<file path="src/rtl/drive_ctrl_nch.sv">
// drive_ctrl_nch: N-channel frequency-converter drive controller.
// Each channel synchronises and debounces its panel keys, picks local or
// remote control, and sequences the PWR/STF/STR SSRs with a dead time on
// every rotation change. Channels are fully independent.

module drive_ctrl_ch #(
    parameter int               DEB_TICKS  = 3,
    parameter int               DEAD_TICKS = 50,
    parameter int               LINK_TICKS = 100,
    parameter int               SPD_W      = 10,
    parameter logic [SPD_W-1:0] LOC_SPEED  = SPD_W'(512)
) (
    input  logic             clk,
    input  logic             rst,
    input  logic             tick,
    input  logic [5:0]       keys,
    input  logic             fault,
    input  logic             rmt_valid,
    input  logic [1:0]       rmt_cmd,
    input  logic [SPD_W-1:0] rmt_speed,
    output logic             pwr,
    output logic             left,
    output logic             right,
    output logic             led_link,
    output logic             led_rmt,
    output logic             led_local,
    output logic             led_on,
    output logic             led_alarm,
    output logic [SPD_W-1:0] speed
);

    // state | meaning
    // OFF   | converter unpowered, all SSRs open
    // IDLE  | powered, no rotation
    // LEFT  | powered, rotating left (STF)
    // RIGHT | powered, rotating right (STR)
    // DEAD  | powered, waiting out the settle time before the target
    // FAULT | converter fault latched, all SSRs open, alarm lit
    typedef enum logic [2:0] {
        ST_OFF   = 3'd0,
        ST_IDLE  = 3'd1,
        ST_LEFT  = 3'd2,
        ST_RIGHT = 3'd3,
        ST_DEAD  = 3'd4,
        ST_FAULT = 3'd5
    } state_t;

    localparam int K_MD    = 0;
    localparam int K_ON    = 1;
    localparam int K_OFF   = 2;
    localparam int K_LEFT  = 3;
    localparam int K_RIGHT = 4;
    localparam int K_LOCK  = 5;

    localparam logic [3:0] DEB_LAST  = 4'(DEB_TICKS - 1);
    localparam logic [7:0] DEAD_LOAD = 8'(DEAD_TICKS);
    localparam logic [9:0] LINK_MAX  = 10'(LINK_TICKS);

    logic [6:0]      sync1;
    logic [6:0]      sync2;
    logic [5:0]      deb;
    logic [5:0][3:0] deb_cnt;
    logic [1:0]      deb_q;
    logic            local_q;
    logic            fault_s;
    logic            local_mode;
    logic            mode_chg;
    logic            on_press;
    logic            off_press;
    logic            off_req;
    logic            up_req;

    state_t           state;
    state_t           state_nxt;
    state_t           tgt;
    state_t           tgt_nxt;
    logic [7:0]       dead_cnt;
    logic [7:0]       dead_nxt;
    logic [9:0]       wd_cnt;
    logic [9:0]       wd_nxt;
    logic             link_lost;
    logic [SPD_W-1:0] spd_lat;
    logic [SPD_W-1:0] spd_nxt;

    logic             pwr_nxt;
    logic             left_nxt;
    logic             right_nxt;
    logic             alarm_nxt;
    logic [SPD_W-1:0] speed_nxt;

    // Two-flop synchroniser for the asynchronous keys and fault level.
    always_ff @(posedge clk or posedge rst) begin
        if (rst) begin
            sync1 <= '0;
            sync2 <= '0;
        end else begin
            sync1 <= {fault, keys};
            sync2 <= sync1;
        end
    end

    assign fault_s = sync2[6];

    // Tick-sampled debounce: a key flips only after DEB_TICKS differing samples in a row.
    always_ff @(posedge clk or posedge rst) begin
        if (rst) begin
            deb     <= '0;
            deb_cnt <= '0;
        end else if (tick) begin
            for (int k = 0; k < 6; k++) begin
                if (sync2[k] != deb[k]) begin
                    if (deb_cnt[k] == DEB_LAST) begin
                        deb[k]     <= sync2[k];
                        deb_cnt[k] <= '0;
                    end else begin
                        deb_cnt[k] <= deb_cnt[k] + 4'd1;
                    end
                end else begin
                    deb_cnt[k] <= '0;
                end
            end
        end
    end

    // Delayed copies for press edges and mode-change detection.
    always_ff @(posedge clk or posedge rst) begin
        if (rst) begin
            deb_q   <= '0;
            local_q <= 1'b0;
        end else begin
            deb_q   <= {deb[K_OFF], deb[K_ON]};
            local_q <= local_mode;
        end
    end

    assign local_mode = deb[K_MD] & ~deb[K_LOCK];
    assign mode_chg   = local_mode ^ local_q;
    assign on_press   = deb[K_ON] & ~deb_q[0];
    assign off_press  = deb[K_OFF] & ~deb_q[1];
    assign off_req    = local_mode ? off_press : (rmt_valid && rmt_cmd == 2'b11);
    assign up_req     = local_mode ? on_press  : (rmt_valid && rmt_cmd != 2'b11);
    assign link_lost  = (wd_cnt == LINK_MAX);

    // Watchdog: a remote strobe clears the count even when a tick lands on the same clk.
    always_comb begin
        wd_nxt = wd_cnt;
        if (rmt_valid) begin
            wd_nxt = '0;
        end else if (tick && wd_cnt != LINK_MAX) begin
            wd_nxt = wd_cnt + 10'd1;
        end
    end

    // State register together with target, timers, speed latch and registered outputs.
    always_ff @(posedge clk or posedge rst) begin
        if (rst) begin
            state     <= ST_OFF;
            tgt       <= ST_IDLE;
            dead_cnt  <= '0;
            wd_cnt    <= LINK_MAX;
            spd_lat   <= '0;
            pwr       <= 1'b0;
            left      <= 1'b0;
            right     <= 1'b0;
            led_on    <= 1'b0;
            led_alarm <= 1'b0;
            led_link  <= 1'b0;
            led_local <= 1'b0;
            led_rmt   <= 1'b1;
            speed     <= '0;
        end else begin
            state     <= state_nxt;
            tgt       <= tgt_nxt;
            dead_cnt  <= dead_nxt;
            wd_cnt    <= wd_nxt;
            spd_lat   <= spd_nxt;
            pwr       <= pwr_nxt;
            left      <= left_nxt;
            right     <= right_nxt;
            led_on    <= left_nxt | right_nxt;
            led_alarm <= alarm_nxt;
            led_link  <= (wd_nxt < LINK_MAX);
            led_local <= local_mode;
            led_rmt   <= ~local_mode;
            speed     <= speed_nxt;
        end
    end

    // Next target, next state and dead-time counter; fault beats off beats direction.
    always_comb begin
        tgt_nxt   = tgt;
        spd_nxt   = spd_lat;
        state_nxt = state;
        dead_nxt  = dead_cnt;

        if (mode_chg) begin
            tgt_nxt = ST_IDLE;
        end else if (local_mode) begin
            case ({deb[K_RIGHT], deb[K_LEFT]})
                2'b01:   tgt_nxt = ST_LEFT;
                2'b10:   tgt_nxt = ST_RIGHT;
                default: tgt_nxt = ST_IDLE;
            endcase
        end else if (rmt_valid) begin
            spd_nxt = rmt_speed;
            case (rmt_cmd)
                2'b01:   tgt_nxt = ST_LEFT;
                2'b10:   tgt_nxt = ST_RIGHT;
                default: tgt_nxt = ST_IDLE;
            endcase
        end else if (link_lost && (state == ST_LEFT || state == ST_RIGHT)) begin
            tgt_nxt = ST_IDLE;
        end

        if (fault_s) begin
            state_nxt = ST_FAULT;
        end else if (state == ST_FAULT) begin
            if (off_req) state_nxt = ST_OFF;
        end else if (off_req) begin
            state_nxt = ST_OFF;
        end else begin
            case (state)
                ST_OFF:   if (up_req) state_nxt = ST_DEAD;
                ST_IDLE:  if (tgt_nxt != ST_IDLE) state_nxt = tgt_nxt;
                ST_LEFT:  if (tgt_nxt != ST_LEFT) state_nxt = ST_DEAD;
                ST_RIGHT: if (tgt_nxt != ST_RIGHT) state_nxt = ST_DEAD;
                ST_DEAD:  if (dead_cnt == 8'd0) state_nxt = tgt_nxt;
                default:  state_nxt = ST_OFF;
            endcase
        end

        // Counter restarts only on entry; a retarget inside DEAD keeps the running count.
        if (state_nxt == ST_DEAD && state != ST_DEAD) begin
            dead_nxt = DEAD_LOAD;
        end else if (state == ST_DEAD && tick && dead_cnt != 8'd0) begin
            dead_nxt = dead_cnt - 8'd1;
        end
    end

    // Output decode from the next state so outputs register alongside the state.
    always_comb begin
        pwr_nxt   = (state_nxt == ST_IDLE) || (state_nxt == ST_LEFT) ||
                    (state_nxt == ST_RIGHT) || (state_nxt == ST_DEAD);
        left_nxt  = (state_nxt == ST_LEFT);
        right_nxt = (state_nxt == ST_RIGHT);
        alarm_nxt = (state_nxt == ST_FAULT);
        speed_nxt = '0;
        if (left_nxt || right_nxt) begin
            speed_nxt = local_mode ? LOC_SPEED : spd_nxt;
        end
    end

endmodule

module drive_ctrl_nch #(
    parameter int               CH_NUM     = 2,
    parameter int               DEB_TICKS  = 3,
    parameter int               DEAD_TICKS = 50,
    parameter int               LINK_TICKS = 100,
    parameter int               SPD_W      = 10,
    parameter logic [SPD_W-1:0] LOC_SPEED  = SPD_W'(512)
) (
    input  logic                    clk,
    input  logic                    rst,
    input  logic                    tick_in,
    input  logic [CH_NUM-1:0]       key_md_in,
    input  logic [CH_NUM-1:0]       key_on_in,
    input  logic [CH_NUM-1:0]       key_off_in,
    input  logic [CH_NUM-1:0]       key_left_in,
    input  logic [CH_NUM-1:0]       key_right_in,
    input  logic [CH_NUM-1:0]       key_lock_in,
    input  logic [CH_NUM-1:0]       fault_in,
    input  logic [CH_NUM-1:0]       rmt_valid_in,
    input  logic [2*CH_NUM-1:0]     rmt_cmd_in,
    input  logic [SPD_W*CH_NUM-1:0] rmt_speed_in,
    output logic [CH_NUM-1:0]       pwr_out,
    output logic [CH_NUM-1:0]       left_out,
    output logic [CH_NUM-1:0]       right_out,
    output logic [CH_NUM-1:0]       led_link_out,
    output logic [CH_NUM-1:0]       led_rmt_out,
    output logic [CH_NUM-1:0]       led_local_out,
    output logic [CH_NUM-1:0]       led_on_out,
    output logic [CH_NUM-1:0]       led_alarm_out,
    output logic [SPD_W*CH_NUM-1:0] speed_out
);

    for (genvar i = 0; i < CH_NUM; i++) begin : g_ch
        drive_ctrl_ch #(
            .DEB_TICKS (DEB_TICKS),
            .DEAD_TICKS(DEAD_TICKS),
            .LINK_TICKS(LINK_TICKS),
            .SPD_W     (SPD_W),
            .LOC_SPEED (LOC_SPEED)
        ) u_ch (
            .clk      (clk),
            .rst      (rst),
            .tick     (tick_in),
            .keys     ({key_lock_in[i], key_right_in[i], key_left_in[i],
                        key_off_in[i], key_on_in[i], key_md_in[i]}),
            .fault    (fault_in[i]),
            .rmt_valid(rmt_valid_in[i]),
            .rmt_cmd  (rmt_cmd_in[2*i +: 2]),
            .rmt_speed(rmt_speed_in[SPD_W*i +: SPD_W]),
            .pwr      (pwr_out[i]),
            .left     (left_out[i]),
            .right    (right_out[i]),
            .led_link (led_link_out[i]),
            .led_rmt  (led_rmt_out[i]),
            .led_local(led_local_out[i]),
            .led_on   (led_on_out[i]),
            .led_alarm(led_alarm_out[i]),
            .speed    (speed_out[SPD_W*i +: SPD_W])
        );
    end

endmodule

</file>
<file path="config.mk">
export PLATFORM = sky130hd
export DESIGN_NAME = drive_ctrl_nch
export DESIGN_NICKNAME = d
export VERILOG_FILES = /design/src/rtl/drive_ctrl_nch.sv
export SDC_FILE = /design/constraint.sdc
export NUM_CORES = 1
export LEC_CHECK = 0
export BUFFER_PORTS_ARGS = -buffer_cell sky130_fd_sc_hd__buf_2
export CORE_MARGIN = 2
export CORE_UTILIZATION = 55
export DETAILED_ROUTE_END_ITERATION = 8
export PLACE_DENSITY = 0.79
export SLEW_MARGIN = 20
export SYNTH_ARGS = -nofsm -noshare
export SYNTH_HDL_FRONTEND = slang
export SYNTH_SLANG_ARGS = --single-unit
</file>
<file path="constraint.sdc">
create_clock -name clk -period 12 [get_ports clk]
set_clock_uncertainty 0.05 [all_clocks]
set_input_delay 2.4 -clock clk [delete_from_list [all_inputs] [get_ports clk]]
set_output_delay 2.4 -clock clk [all_outputs]
set_load 0.02 [all_outputs]
</file>
==> out/results.ini, run 1 <==
[run_status]
status=completed

[pwr]
p_total_mw=2.12
leakage_nw=4.69
p_per_area_nw_per_um2=208
vdd_drop_max_mv=0.120

[worst_setup_path]
cp.arrival_ns=4.74
critPathCaptureType=flop
crit_type=in -> reg
cp_max_fo=14
critPathLaunchType=primary input
required_ns=12.26

[detailed_routing]
drc=0
highest_layer=met4
wl_met1_um=7630
dr_wl_met2_um=7660
wirelength_um=16100
avgViaCountPerCell=5.38
drtIter0Drc=334
dr.pass1.iters=5
vias=6097
wl_per_cell_um=14.2
met3_length_um=706
ant_nets=0

[die]
rows=47
initial_core_util=0.558
dieWidth_um=133
io_pins=79
die_height_um=133
core_area_um2=16400
die_area_um2=17700

[final_layout]
antenna_cells=0
drive_gt1_frac=0.219
syn_to_final_growth_pct=11.4
nets=980
nFillCells=1297
fin_area_um2=10200
instances_no_fill=1134

[logic_synthesis]
synth.most_common_cell=dfrtp_1
synthXorXnorAreaFrac=0.0421
synthAdderAreaFrac=0.0492
synth-simple-area-share=0.184
synthArstFlopShare=1.00
synth_top_family_by_area=simple AND/OR/NAND/NOR gates
ys_seq_elements=196
ys.flop_type=dfrtp_1
synth-compound-area-share=0.0837
synthesis.area_um2=9150
ys_seq_area_frac=0.537
ys_warn_count=0
synth.largest_area_cell=dfrtp_1
yosys-top-cells-count=dfrtp_1, nor2_1, nand2_1
synthMuxAreaShare=0.0563
synth_edf_count=0
syn_area_per_cell_um2=10.9
synth_area_leaders=dfrtp_1, mux2_2, ha_1
synth_fp_nets=918
syn_inst=839
synth_top_area_share=0.509
ys_types=76

[sta]
slew_violations=0
setup_violations=0
period_needed_ns=4.48
relSlewSlack=0.374
whs_ns=0.300
rsz0062_at_grt=false
fmax_mhz=223
tightest_slew_ns=0.939
period_share=0.373
finalHoldViolCount=0
tns_ns=0

[grt]
gr-total-overflow=0
antenna_found_initial=0
grt_pass1_wl_um=28300
grt_use_total=0.197
grt_pass1_vias=6031
grt_max_degree=125

[placed_design]
placed_cell_area_um2=9630
place_hpwl_um=10600
routabilityCongestion=0.834
port_buffers=78
dp_cells=1102

[clock_network]
h-tree-depth=4
insertion_delay_ns=0.43
cts.reportedPaths.clkPinSlew_ns=0.07
cts_tree=done
clockBufferDepth=2
numCtsBuffers=17
cts_sinks=196
postCtsSetupBuffers=0
cts_resized=0
root_buffer=clkbuf_16
holdBufCountCts=0

[job]
cap_violations=0

[worst_hold_path]
hold_class=reg -> reg

## metrics by stage
stage	setup WS, ns	util
6_report	7.52	0.621
4_1_cts	7.54	0.621
2_1_floorplan	4.23	-
3_3_place_gp	7.15	0.587
5_1_grt	7.36	0.621
3_5_place_dp	7.08	0.587
## cell families (layout without fill, tap and decap cells)
logic type	after synthesis	count (layout)
AO/OA/AOI/OAI	117	117
buffers and inverters	93	168
XOR/XNOR	44	44
AND/OR/NAND/NOR	307	307
adder cells (fa/ha/maj)	36	36
flip-flops	196	196
multiplexers	46	46
## flip-flops by register name (all words and copies together) (netlist names)
register,flops
g_ch.u_ch.spd_lat,20
g_ch.u_ch.sync2,14
g_ch.u_ch.left,2
g_ch.u_ch.dead_cnt,16
g_ch.u_ch.right,2
g_ch.u_ch.local_q,2
g_ch.u_ch.state,6
g_ch.u_ch.sync1,14
g_ch.u_ch.deb_q,4
g_ch.u_ch.led_alarm,2
g_ch.u_ch.led_link,2
g_ch.u_ch.tgt,6
g_ch.u_ch.deb_cnt,48
g_ch.u_ch.deb,12
g_ch.u_ch.led_rmt,2
g_ch.u_ch.pwr,2
g_ch.u_ch.wd_cnt,20
g_ch.u_ch.led_on,2
g_ch.u_ch.speed,20
## routing by layer
metal  vias to the layer above  track usage
met5                         -            0
met4                         0       0.0526
met3                        12       0.0571
met2                       108        0.308
met1                      2983        0.270
li1                       2994            -
## cells in the final DEF, fill, tap and decap left out, types with 19 or more instances in the layout
master     n
buf_2     78
dfrtp_1  186
ha_1      36
inv_1     49
mux2_2    44
nand2_1   63
nor2_1    80
nor3b_1   24
o21ai_0   60
xnor2_1   19
xor2_1    25
## final timing paths
path,startpoint,to,slack (ns),depth (start not counted)
worst min-delay path,g_ch[1].u_ch.sync1[4]$_DFF_PP0_,g_ch[1].u_ch.sync2[4]$_DFF_PP0_,0.30,0
worst max-delay path,rmt_valid_in[0],g_ch[0].u_ch.dead_cnt[4]$_DFFE_PP0P_,7.52,10
max in group asynchronous,rst,g_ch[1].u_ch.spd_lat[8]$_DFF_PP0_,8.34,3
worst max register to register,g_ch[0].u_ch.wd_cnt[0]$_DFFE_PP0P_,g_ch[0].u_ch.dead_cnt[4]$_DFFE_PP0P_,8.93,11
min in group asynchronous,rst,g_ch[1].u_ch.speed[2]$_DFF_PP0_,2.08,2
worst min register to register,g_ch[1].u_ch.sync1[4]$_DFF_PP0_,g_ch[1].u_ch.sync2[4]$_DFF_PP0_,0.30,0
## critical path, stage by stage
cell     delay [ns]
buf_2          0.18
nor2_1         0.24
nand2_1        0.10
o31ai_2        0.39
inv_2          0.10
xnor2_1        0.13
o31a_1         0.26
or2_1          0.24
and4b_1        0.29
or3b_1         0.40
## where the power goes
group | internal [mW] | switching [mW]
Clock | 0.292 | 0.259
Sequential | 0.830 | 0.133
Combinational | 0.272 | 0.333
Total | 1.39 | 0.724
## area by class of cell
cell class / count / area, µm² / area share
inverters: 55 / 219 / 0.0215
clock buffers: 17 / 425 / 0.0417
well taps: 220 / 275 / 0.0270
repair buffers: 81 / 413 / 0.0405
multi-input cells: 550 / 3800 / 0.373
flip-flops and latches: 196 / 4920 / 0.482
clock inverters: 15 / 143 / 0.0140
No activity file was read; power rests on OpenSTA's default activity.
==> run 2, diff against run 1 <==
--- a/config.mk
+++ b/config.mk
@@ -7,9 +7,9 @@
 export LEC_CHECK = 0
 export BUFFER_PORTS_ARGS = -buffer_cell sky130_fd_sc_hd__buf_2
 export CORE_MARGIN = 2
-export CORE_UTILIZATION = 55
+export CORE_UTILIZATION = 54
 export DETAILED_ROUTE_END_ITERATION = 8
-export PLACE_DENSITY = 0.79
+export PLACE_DENSITY = 0.81
 export SLEW_MARGIN = 20
 export SYNTH_ARGS = -nofsm -noshare
 export SYNTH_HDL_FRONTEND = slang
==> constraint.sdc (replaced) <==
create_clock -name clk -period 4.1 [get_ports clk]
set_clock_uncertainty 0.05 [all_clocks]
set_input_delay 0.82 -clock clk [delete_from_list [all_inputs] [get_ports clk]]
set_output_delay 0.82 -clock clk [all_outputs]
set_load 0.02 [all_outputs]
==> run 2 against run 1 <==
Net effect:
- global-route usage is 0.78 points lower
- sequential power grew to 2.9 times the previous value
- sequential share of layout area is 0.50 points lower
- via count is 1.5% lower
- critical path depth stayed put
- worst hold slack worse by 0.0018 ns
- first-iteration DRC count is 41% higher
- design area is 1.1% higher
- clock power grew to 3.0 times the previous value
- total power grew to 2.9 times the previous value
- die area is 1.8% higher
- worst setup slack worse by 6.5 ns
- highest routed layer unchanged
==> out/results.ini, run 2 (synthesis results as in run 1) <==
[clock_network]
holdBufCountCts=0  ; unchanged
numCtsBuffers=17  ; unchanged
root_buffer=clkbuf_16  ; unchanged
cts.reportedPaths.clkPinSlew_ns=0.07  ; about the same
clockBufferDepth=2  ; unchanged
cts_tree=done  ; unchanged
postCtsSetupBuffers=0  ; unchanged
insertion_delay_ns=0.42  ; was 0.43 ns
h-tree-depth=4  ; unchanged
cts_sinks=196  ; unchanged
cts_resized=0  ; unchanged

[die]
die_area_um2=18000  ; was 17,700 µm²
core_area_um2=16600  ; was 16,400 µm²
rows=47  ; unchanged
io_pins=79  ; unchanged
initial_core_util=0.552  ; was 0.558
dieWidth_um=134  ; was 133 µm
die_height_um=134  ; was 133 µm

[worst_setup_path]
crit_type=reg -> reg  ; was in -> reg
path_delay_family=simple AND/OR/NAND/NOR gates  ; unchanged
cp.buffers_inverters=2  ; unchanged
required_ns=4.35  ; was 12.26 ns
ff2ff_path_depth=10  ; was 11
critical_path_depth=10  ; unchanged
crit_path_start=g_ch[0].u_ch.deb[5]$_DFFE_PP0P_  ; was rmt_valid_in[0]
r2r-start=g_ch[0].u_ch.deb[5]$_DFFE_PP0P_  ; was g_ch[0].u_ch.wd_cnt[0]$_DFFE_PP0P_
crit_slowest_cell=nand2b_1  ; was or3b_1
critPathCapture=g_ch[0].u_ch.dead_cnt[4]$_DFFE_PP0P_  ; unchanged
path_cells=nand2b_1 > inv_4 > o32a_1 > o31ai_2 > inv_2 > xnor2_1 > o31a_1 > or2_1 > and4b_1 > or3b_1  ; was buf_2 > nor2_1 > nand2_1 > o31ai_2 > inv_2 > xnor2_1 > o31a_1 > or2_1 > and4b_1 > or3b_1
r2r-end=g_ch[0].u_ch.dead_cnt[4]$_DFFE_PP0P_  ; unchanged
critPathCaptureType=flop  ; unchanged
r2r_slack_ns=0.99  ; was 8.93 ns
cp_max_fo=10  ; was 14
slowest_delay_ns=0.50  ; was 0.40 ns
cp.arrival_ns=3.36  ; was 4.74 ns
critPathLaunchType=flop  ; was primary input

[final_layout]
nets=984  ; was 980
fin_util=0.621  ; about the same
antenna_cells=0  ; unchanged
largest_register_ffs=48  ; unchanged
layout_common_cells=dfrtp_1, nor2_1, buf_2  ; unchanged
layout_commonest_cell=dfrtp_1  ; unchanged
drive_gt1_frac=0.222  ; was 0.219
largest-register=g_ch.u_ch.deb_cnt  ; unchanged
fin_area_um2=10300  ; was 10,200 µm²
syn_to_final_growth_pct=12.6  ; was 11.4%

[run_status]
status=completed  ; unchanged

[grt]
antenna_found_initial=0  ; unchanged
grt_pass1_wl_um=27600  ; was 28,300 µm
gr-total-overflow=0  ; unchanged
grt_pass1_vias=5881  ; was 6,031
grt_max_degree=96  ; was 125
grt_use_total=0.189  ; was 0.197

[sta]
rsz0062_at_grt=false  ; unchanged
finalHoldViolCount=0  ; unchanged
period_share=0.758
tightest_slew_ns=0.840  ; was 0.939 ns
tns_ns=0  ; unchanged
slew_violations=0  ; unchanged
setup_violations=0  ; unchanged
relSlewSlack=0.440  ; was 0.374
fmax_mhz=322
period_needed_ns=3.11

[detailed_routing]
wl_per_cell_um=14.0  ; was 14.2 µm
dr.pass1.iters=6  ; was 5
drc=0  ; unchanged
wirelength_um=15900  ; was 16,100 µm
ant_nets=0  ; unchanged
vias=6008  ; was 6,097
avgViaCountPerCell=5.28  ; was 5.38
drtIter0Drc=472  ; was 334

[pwr]
p_sw_mw=2.07  ; was 0.724 mW
clockPowerShare=0.266  ; was 0.260
vdd_drop_max_mv=0.423  ; was 0.120 mV
seq_power_share=0.451  ; was 0.455
leakage_nw=4.73  ; was 4.69 nW
internal_power_mw=4.17  ; was 1.39 mW
swShare=0.331  ; was 0.342
p_per_area_nw_per_um2=606  ; was 208 nW/µm²
pwr-share-comb=0.283  ; was 0.285

[placed_design]
port_buffers=78  ; unchanged
placed_cell_area_um2=9680  ; was 9630 µm²
place_hpwl_um=10800  ; was 10,600 µm
routabilityCongestion=0.858  ; was 0.834

[worst_hold_path]
hold_class=reg -> reg  ; unchanged
whs_path_depth=0  ; unchanged

[job]
cap_violations=0  ; unchanged

==> run 2: worst min path at each step <==
stage / startpoint / slack [ns] / to
6_report: g_ch[1].u_ch.sync1[2]$_DFF_PP0_ / 0.30 / g_ch[1].u_ch.sync2[2]$_DFF_PP0_
5_1_grt: g_ch[1].u_ch.sync1[2]$_DFF_PP0_ / 0.30 / g_ch[1].u_ch.sync2[2]$_DFF_PP0_
4_1_cts: g_ch[1].u_ch.sync1[1]$_DFF_PP0_ / 0.30 / g_ch[1].u_ch.sync2[1]$_DFF_PP0_
3_5_place_dp: g_ch[1].u_ch.sync1[3]$_DFF_PP0_ / 0.28 / g_ch[1].u_ch.sync2[3]$_DFF_PP0_
3_3_place_gp: g_ch[0].u_ch.sync1[5]$_DFF_PP0_ / 0.28 / g_ch[0].u_ch.sync2[5]$_DFF_PP0_
2_1_floorplan: g_ch[0].u_ch.sync1[0]$_DFF_PP0_ / 0.28 / g_ch[0].u_ch.sync2[0]$_DFF_PP0_
==> run 2: area by class of cell <==
cell class              count  area [µm²]
clock inverters            13         146
well taps                 220         275
multi-input cells         550        3800
repair buffers             85         493
flip-flops and latches    196        4920
fillers                  1300        6280
inverters                  55         215
clock buffers              19         453
==> run 2: power by group through the flow <==
stage	Combinational, mW	Sequential (mW)	Clock, mW
finish	1.77	2.81	1.66
global route	2.02	2.89	1.79
CTS	1.78	2.81	1.71
floorplan	1.50	2.73	0
global placement	1.70	2.82	0
detailed placement	1.76	2.83	0
==> run 2: through the flow <==
stage                     hold slack (ns)  std cells  total power [mW]  setup WS, ns
after floorplan                     0.281        839              4.23         0.706
after global placement              0.283       1105              4.52         0.828
after detailed placement            0.285       1105              4.59         0.709
after CTS                           0.300       1137              6.30          1.01
after global routing                0.305       1138              6.69         0.798
final                               0.298       1138              6.24         0.990
==> run 2: routing by layer <==
layer  global-route usage  share of wire  routed length, µm
met1                0.253           0.47               7400
met2                0.304           0.47               7540
met3               0.0495          0.045                721
met4               0.0579          0.014                220
met5                    0              0                  0
==> run 3, diff against run 2 <==
--- a/config.mk
+++ b/config.mk
@@ -5,11 +5,12 @@
 export SDC_FILE = /design/constraint.sdc
 export NUM_CORES = 1
 export LEC_CHECK = 0
+export ABC_AREA = 1
 export BUFFER_PORTS_ARGS = -buffer_cell sky130_fd_sc_hd__buf_2
 export CORE_MARGIN = 2
-export CORE_UTILIZATION = 54
+export CORE_UTILIZATION = 55
 export DETAILED_ROUTE_END_ITERATION = 8
-export PLACE_DENSITY = 0.81
+export PLACE_DENSITY = 0.79
 export SLEW_MARGIN = 20
 export SYNTH_ARGS = -nofsm -noshare
 export SYNTH_HDL_FRONTEND = slang
==> constraint.sdc (replaced) <==
create_clock -name clk -period 3.1 [get_ports clk]
set_clock_uncertainty 0.05 [all_clocks]
set_input_delay 0.62 -clock clk [delete_from_list [all_inputs] [get_ports clk]]
set_output_delay 0.62 -clock clk [all_outputs]
set_load 0.02 [all_outputs]
==> run 3 against run 2 <==
Net effect:
- synthesized cell count grew 20%
- maximum frequency is 35% higher
- utilization rose by 0.69 points
- count of clock-buffer cells in the layout decreased by 1
- worst hold slack got worse by 0.064 ns
- critical path type unchanged
- critical endpoint is now g_ch[0].u_ch.dead_cnt[0]$_DFFE_PP0P_
- largest cell class unchanged
- highest routed layer unchanged
==> out/results.ini, run 3 <==
[clock_network]
h-tree-depth=4  ; unchanged
numCtsBuffers=17  ; unchanged
cts_tree=done  ; unchanged
insertion_delay_ns=0.43  ; was 0.42 ns
cts_resized=0  ; unchanged
cts.reportedPaths.clkPinSlew_ns=0.07  ; about the same
root_buffer=clkbuf_16  ; unchanged
clockBufferDepth=2  ; unchanged
holdBufCountCts=0  ; unchanged
postCtsSetupBuffers=0  ; unchanged
cts_sinks=196  ; unchanged

[logic_synthesis]
syn_inst=1007  ; was 839
synth.most_common_cell=dfrtp_1  ; unchanged
synthArstFlopShare=1.00  ; unchanged
ys.flop_type=dfrtp_1  ; unchanged
ys_warn_count=0  ; unchanged
yosys-top-cells-count=dfrtp_1, inv_1, nand2_1  ; was dfrtp_1, nor2_1, nand2_1
ys_seq_elements=196  ; unchanged
ys_types=47  ; was 76
synth_top_area_share=0.506  ; was 0.509
syn_area_per_cell_um2=9.14  ; was 10.9 µm²
synth_edf_count=0  ; unchanged
synth_fp_nets=1086  ; was 918
synth.largest_area_cell=dfrtp_1  ; unchanged
synthesis.area_um2=9200  ; was 9150 µm²
ys_seq_area_frac=0.534  ; was 0.537
synth_area_leaders=dfrtp_1, inv_1, nand2_1  ; was dfrtp_1, mux2_2, ha_1

[final_layout]
layout_commonest_cell=dfrtp_1  ; unchanged
largest_register_ffs=48  ; unchanged
fin_area_um2=10300  ; about the same
largest-register=g_ch.u_ch.deb_cnt  ; unchanged
antenna_cells=0  ; unchanged
nFillCells=1366  ; was 1,300
multiInputGateArea_um2=3410  ; was 3800 µm²
fin_util=0.628  ; was 0.621
drive_gt1_frac=0.161  ; was 0.222
instances_no_fill=1310  ; was 1,138
regArea_um2=4920  ; unchanged
syn_to_final_growth_pct=12.4  ; was 12.6%
layout_common_cells=dfrtp_1, inv_1, nand2_1  ; was dfrtp_1, nor2_1, buf_2
nets=1156  ; was 984

[die]
dieWidth_um=133  ; was 134 µm
die_area_um2=17800  ; was 18,000 µm²
die_height_um=133  ; was 134 µm
rows=47  ; unchanged
io_pins=79  ; unchanged
initial_core_util=0.559  ; was 0.552
core_area_um2=16500  ; was 16,600 µm²

[sta]
period_needed_ns=2.30  ; was 3.11 ns
fmax_mhz=434  ; was 322 MHz
slew_violations=0  ; unchanged
setup_violations=0  ; unchanged
tightest_slew_ns=0.892  ; was 0.840 ns
finalHoldViolCount=0  ; unchanged
fin_ws_ns=0.796  ; was 0.990 ns
relSlewSlack=0.405  ; was 0.440
rsz0062_at_grt=false  ; unchanged
period_share=0.743  ; was 0.758

[detailed_routing]
wl_per_cell_um=12.5  ; was 14.0 µm
vias=6422  ; was 6,008
avgViaCountPerCell=4.90  ; was 5.28
drc=0  ; unchanged
dr.pass1.iters=8  ; was 6
ant_nets=0  ; unchanged
wirelength_um=16400  ; was 15,900 µm
drtIter0Drc=465  ; was 472

[grt]
grt_pass1_wl_um=28100  ; was 27,600 µm
grt_use_total=0.197  ; was 0.189
antenna_found_initial=0  ; unchanged
gr-total-overflow=0  ; unchanged
grt_pass1_vias=6146  ; was 5,881
grt_max_degree=172  ; was 96

[worst_setup_path]
required_ns=3.37  ; was 4.35 ns
critPathLaunchType=flop  ; unchanged
slowest_delay_ns=0.38  ; was 0.50 ns
cp.buffers_inverters=1  ; was 2
crit_top_cell=nand2_1
critPathCaptureType=flop  ; unchanged
path_delay_family=simple AND/OR/NAND/NOR gates  ; unchanged
cp_max_fo=5  ; was 10
path_cells=inv_1 > ha_1 > nand2_1 > nor2_1 > nand4_1 > nand2_1 > a21oi_4 > nand4_1 > nand2_1 > a21oi_2 > nand4_1 > nand2_1 > nand2_1  ; was nand2b_1 > inv_4 > o32a_1 > o31ai_2 > inv_2 > xnor2_1 > o31a_1 > or2_1 > and4b_1 > or3b_1
crit_slowest_cell=dfrtp_1  ; was nand2b_1
cp.arrival_ns=2.58  ; was 3.36 ns
crit_type=reg -> reg  ; unchanged

[run_status]
status=completed  ; unchanged

[placed_design]
routabilityCongestion=0.842  ; was 0.858
dp_cells=1278  ; was 1,105
port_buffers=78  ; unchanged
place_hpwl_um=11300  ; was 10,800 µm
place_ws_ns=0.662  ; was 0.709 ns
placed_cell_area_um2=9740  ; was 9680 µm²

[pwr]
internal_power_mw=5.30  ; was 4.17 mW
vdd_drop_max_mv=0.424  ; was 0.423 mV
pwr-share-comb=0.292  ; was 0.283
p_total_mw=8.34  ; was 6.24 mW
seq_power_share=0.440  ; was 0.451
p_sw_mw=3.03  ; was 2.07 mW
swShare=0.364  ; was 0.331
clockPowerShare=0.267  ; was 0.266
p_per_area_nw_per_um2=806  ; was 606 nW/µm²
leakage_nw=5.40  ; was 4.73 nW

[worst_hold_path]
hold_class=in -> reg  ; was reg -> reg

[job]
cap_violations=0  ; unchanged

run 3: cell types whose count changed in the layout (fill, tap and decap cells not counted), sizes merged, moves of 10 or more:
cell    previous run  this run
inv               58       190
nand2             63       176
mux2              44         1
nor2              80       111
nand3             17        47
a21oi             15        38
nor3b             24         1
nor2b             17         0
xor2              25        40
nand2b            14         0
nand3b            17         4
xnor2             19         6
nor4              11         1
run 3: routing by layer:
layer  wire length, µm  vias to the layer above  GRT usage
li1                  -                     3270          -
met1              7640                     3032      0.261
met2              8000                       95      0.325
met3               429                       25     0.0377
met4               351                        0     0.0762
met5                 0                        -          0
run 3: area by class of cell:
class,count,share of cell area
clock inverters,14,0.0161
multi-input cells,595,0.330
clock buffers,18,0.0425
well taps,220,0.0266
flip-flops and latches,196,0.475
inverters,185,0.0675
repair buffers,82,0.0419
run 3: cells by family after synthesis:
group | Yosys count | synth area share
multiplexers | 9 | 0.00993
adder cells (fa/ha/maj) | 36 | 0.0489
flip-flops | 196 | 0.534
XOR/XNOR | 46 | 0.0438
buffers and inverters | 216 | 0.0949
AND/OR/NAND/NOR | 382 | 0.192
AO/OA/AOI/OAI | 122 | 0.0759
run 3: final timing paths:
kind,cells past startpoint,end,slack [ns],from
setup / recovery,13,g_ch[0].u_ch.dead_cnt[0]$_DFFE_PP0P_,0.80,g_ch[0].u_ch.wd_cnt[0]$_DFFE_PP0P_
hold / removal,1,g_ch[1].u_ch.sync1[2]$_DFF_PP0_,0.23,key_off_in[1]
setup reg to reg,13,g_ch[0].u_ch.dead_cnt[0]$_DFFE_PP0P_,0.80,g_ch[0].u_ch.wd_cnt[0]$_DFFE_PP0P_
hold reg to reg,0,g_ch[0].u_ch.sync2[4]$_DFF_PP0_,0.29,g_ch[0].u_ch.sync1[4]$_DFF_PP0_
max in group asynchronous,3,g_ch[1].u_ch.tgt[2]$_DFF_PP0_,1.96,rst
min in group asynchronous,3,g_ch[0].u_ch.led_link$_DFF_PP0_,0.24,rst
run 3: power by group through the flow:
stage | Clock (mW) | Sequential, mW | Combinational (mW)
6_report | 2.23 | 3.67 | 2.43
5_1_grt | 2.40 | 3.76 | 2.80
4_1_cts | 2.28 | 3.67 | 2.45
3_5_place_dp | 0 | 3.71 | 2.42
3_3_place_gp | 0 | 3.68 | 2.33
2_1_floorplan | 0 | 3.61 | 2.00
run 3: stage by stage:
step                setup TNS, ns  hold WS [ns]
floorplan                  -17.53         0.281
global placement                0         0.282
detailed placement              0         0.285
CTS                             0         0.221
global route                    0         0.214
finish                          0         0.234
